`config.mk`:
```
export PLATFORM = sky130hd
export DESIGN_NAME = bcd_to_binary
export DESIGN_NICKNAME = d
export VERILOG_FILES = /design/src/rtl/bcd_to_binary.sv
export SDC_FILE = /design/constraint.sdc
export NUM_CORES = 1
export LEC_CHECK = 0
export BUFFER_PORTS_ARGS = -buffer_cell sky130_fd_sc_hd__buf_2
export CAP_MARGIN = 5
export CORE_ASPECT_RATIO = 1.75
export CORE_MARGIN = 5
export CORE_UTILIZATION = 53
export CTS_CLUSTER_SIZE = 28
export DETAILED_ROUTE_END_ITERATION = 6
export GPL_TIMING_DRIVEN = 0
export PLACE_DENSITY = 0.78
export SYNTH_ARGS = -nofsm -noshare
export SYNTH_HDL_FRONTEND = slang
export SYNTH_SLANG_ARGS = --single-unit
```
`constraint.sdc`:
```
create_clock -name clk -period 1.9 [get_ports clk]
set_input_delay 0 -clock clk [delete_from_list [all_inputs] [get_ports clk]]
set_output_delay 0 -clock clk [all_outputs]
set_load 0.05 [all_outputs]
```
`src/rtl/bcd_to_binary.sv`:
```
// bcd_to_binary: sequential four-digit BCD to binary converter (reverse double dabble, one bit per cycle)
module bcd_to_binary #(
    parameter int OUT_WIDTH = 32
) (
    input  logic                 clk,
    input  logic                 reset,
    input  logic                 start,
    input  logic [3:0]           thousands,
    input  logic [3:0]           hundreds,
    input  logic [3:0]           tens,
    input  logic [3:0]           ones,
    output logic [OUT_WIDTH-1:0] binary,
    output logic                 busy,
    output logic                 done,
    output logic                 err
);
    typedef enum logic {IDLE, SHIFT} state_t;
    state_t                state, state_n;
    logic [15:0]           bcd, bcd_n, adj;
    logic [13:0]           res, res_n;
    logic [3:0]            count, count_n;
    logic [29:0]           sh;
    logic [OUT_WIDTH-1:0]  binary_n;
    logic                  busy_n, done_n, err_n, invalid;
    always_comb begin
        sh = {bcd, res} >> 1;
        adj = '0;
        // a field >= 8 after the shift carried a 10 down from the next digit: correct it
        for (int i = 0; i < 4; i++)
            adj[4*i+:4] = sh[14+4*i+:4] >= 4'd8 ? sh[14+4*i+:4] - 4'd3 : sh[14+4*i+:4];
        invalid = thousands > 4'd9 || hundreds > 4'd9 || tens > 4'd9 || ones > 4'd9;
        state_n = state;
        bcd_n = bcd;
        res_n = res;
        count_n = count;
        binary_n = binary;
        busy_n = busy;
        done_n = 1'b0;
        err_n = err;
        if (state == IDLE) begin
            if (start && invalid) begin
                binary_n = '0;
                err_n = 1'b1;
                done_n = 1'b1;
            end else if (start) begin
                bcd_n = {thousands, hundreds, tens, ones};
                res_n = '0;
                count_n = 4'd14;
                busy_n = 1'b1;
                state_n = SHIFT;
            end
        end else begin
            bcd_n = adj;
            res_n = sh[13:0];
            count_n = count - 4'd1;
            if (count == 4'd1) begin
                binary_n = OUT_WIDTH'(sh[13:0]);
                err_n = 1'b0;
                done_n = 1'b1;
                busy_n = 1'b0;
                state_n = IDLE;
            end
        end
    end
    always_ff @(posedge clk or posedge reset) begin
        if (reset) begin
            state <= IDLE;
            bcd <= '0;
            res <= '0;
            count <= '0;
            binary <= '0;
            busy <= 1'b0;
            done <= 1'b0;
            err <= 1'b0;
        end else begin
            state <= state_n;
            bcd <= bcd_n;
            res <= res_n;
            count <= count_n;
            binary <= binary_n;
            busy <= busy_n;
            done <= done_n;
            err <= err_n;
        end
    end
endmodule

```
==> out/metrics.csv <==
metric,value,unit
synthCells,198,
finalSetupTns,0,ns
cp_max_fo,10,
fin_crit_sh,88.7,%
p_clk_share,16.5,%
cts_sinks,51,
max_freq,593,MHz
gp_congestion,0.784,
wl_per_cell,15.3,um
area_growth,24.3,%
die_area,6040,um^2
fin_util,68.0,%
die_w,60.9,um
syn_avg_cell_area,12.2,um^2
p_sw,0.00190,W
wl_met1,1900,um
place_hpwl,3580,um
drv_cap,0,
final_antenna_net_count,0,
hold_class,in2reg,
sw_frac_of_total,41.6,%
met3WireLength,243,um
crit_arrival,1.88,ns
synth_area,2410,um^2
fin_skew,0.00775,ns
slew_headroom,64.0,%
rows,32,
routed-wl-met2,2610,um
drtIter0Drc,30,
path_class,in2reg,
pwr-share-seq,40.7,%
start_kind,input pin,
outcome,finished clean,
root_buffer,clkbuf_8,
avgViaCountPerCell,5.32,
antennaDiodeCount,0,
htreeDepth,2,
hold_viol,0,
peakVddDrop,0.000985,V
combinationalPowerShare,42.8,%
rsz0062_at_grt,false,
wl,4960,um
die_h,99.2,um
core,4400,um^2
grt.overflow.total,0,
ys_warn_count,0,
max_slew.worst_pin.slew,0.539,ns
clk_path_buf_depth,2,
place_ws,0.235,ns
final_net_count,300,
finalCriticalPeriod,1.69,ns
power.leakage,1.55,nW
worst_slack,0.214,ns
cts_tree,done,
dr_total_vias,1729,
synth_cell_types,30,
io-pin-count,54,
ys_seq_area_share,53.0,%
top_layer_used,met4,
final_cell_mix,"dfrtp_1, buf_2, a22o_1",
io_buffer_count,35,
grt_pass1_wl,8160,um
clock_latency,0.31,ns
grt_start_max_net_pins,29,
p_int,0.00268,W
crit_required,2.09,ns
grt_pass1_vias,1785,
setup_violations,0,
layout_commonest_cell,dfrtp_1,
antenna_found_initial,0,
clkTransAtPathRegs,0.09,ns
end_kind,register,
start_util,54.7,%
drc,0,
post_cts_resize_count,0,
drive_gt1_share,27.7,%
slew_violations,0,
cellPowerDensity,1530,nW/um^2
cts_buffers,5,
firstDrtPassIters,4,
grt_usage,17.8,%
synth-seq-cells,51,
## cells by family after synthesis
group | share of synthesized area (%)
AOI/OAI and AO/OA | 19.8
DFF | 53.0
buffers and inverters | 10.7
and+or+nand+nor | 7.54
adders and majority gates | 4.16
xor gates and xnor gates | 2.55
muxes | 2.13
other | 0.156
## stage by stage
step | hold WS, ns | instances | area [um^2] | total power (W)
final | 0.0696 | 325 | 2990 | 0.00458
after detailed placement | 0.0716 | 302 | 2730 | 0.00383
after global routing | 0.0760 | 325 | 2990 | 0.00485
after global placement | 0.232 | 301 | 2710 | 0.00377
after CTS | 0.0578 | 325 | 2990 | 0.00462
after floorplan | 0.133 | 215 | 2470 | 0.00336
## metal layers
layer  vias up  GRT usage, %
met3        14          3.12
met5         -             0
li1        827             -
met4         0          10.0
met2        49          31.0
met1       839          19.3
## Yosys cell counts
master | instances | area, um^2
buf_2 | 1 | 5.00
o21ai_1 | 4 | 20.0
a21o_1 | 1 | 7.51
buf_4 | 20 | 150
inv_1 | 9 | 33.8
a21oi_2 | 2 | 17.5
mux2_2 | 1 | 11.3
and3_1 | 2 | 12.5
dfrtp_1 | 51 | 1280
inv_2 | 2 | 7.51
ha_1 | 8 | 100
nor2_1 | 4 | 15.0
clkbuf_1 | 4 | 15.0
nand4_1 | 1 | 6.26
and4bb_1 | 1 | 12.5
and4_4 | 1 | 11.3
and2_1 | 8 | 50.1
conb_1 | 1 | 3.75
a21oi_1 | 4 | 20.0
buf_6 | 4 | 45.0
a221o_1 | 15 | 150
xor2_1 | 4 | 35.0
mux2i_1 | 4 | 40.0
nand2b_1 | 4 | 25.0
nor2b_1 | 4 | 25.0
xnor2_1 | 3 | 26.3
a22o_1 | 29 | 254
nor4b_1 | 1 | 8.76
a22oi_1 | 1 | 7.51
nand2_1 | 4 | 15.0
## path summary, 6_finish.rpt
kind                                        start                     end  slack (ns)  cells after the start
setup / recovery                          ones[2]      bcd[6]$_DFFE_PP0P_        0.21                      7
min in group asynchronous                   reset      bcd[2]$_DFFE_PP0P_        0.27                      3
max in group asynchronous                   reset      res[9]$_DFFE_PP0P_        1.10                      4
setup reg to reg             count[0]$_DFFE_PP0P_   binary[5]$_DFFE_PP0P_        0.24                      6
hold reg to reg            binary[11]$_DFFE_PP0P_  binary[11]$_DFFE_PP0P_        0.50                      1
hold / removal                       thousands[2]     bcd[14]$_DFFE_PP0P_        0.07                      3
## repair_timing
item,in CTS,in global routing
setup buffers,0,0
endpoints found under the setup margin,0,0
hold buffers,15,0
endpoints found under the hold margin,37,0
## layout make-up
type,instances,area [um^2]
Buffer,29,215
Clock buffer,5,68.8
Clock inverter,3,43.8
Fill cell,357,1410
Inverter,11,41.3
Multi-Input combinational cell,124,938
Sequential cell,51,1280
Tap cell,51,63.8
Timing Repair Buffer,51,345
## state kept, by name, indices dropped and copies added, names as in the netlist
name and cells:
state 1, bcd 16, err 1, count 4
busy 1, done 1, binary 14, res 13
## power groups by stage
| stage | Sequential (W) | Clock [W] | Combinational (W) |
|---|---|---|---|
| 2_1_floorplan | 0.00224 | 0 | 0.00113 |
| 3_3_place_gp | 0.00187 | 0 | 0.00190 |
| 3_5_place_dp | 0.00188 | 0 | 0.00195 |
| 4_1_cts | 0.00187 | 0.000774 | 0.00198 |
| 5_1_grt | 0.00192 | 0.000807 | 0.00212 |
| 6_report | 0.00186 | 0.000757 | 0.00196 |
## critical path: stages
cell and delay (ns):
dlygate4sd3_1 0.54, buf_2 0.13, o21ai_1 0.28, and4_4 0.31, a21oi_2 0.11, buf_6 0.16
a221o_1 0.35
Power figures use the tool's default switching activity.
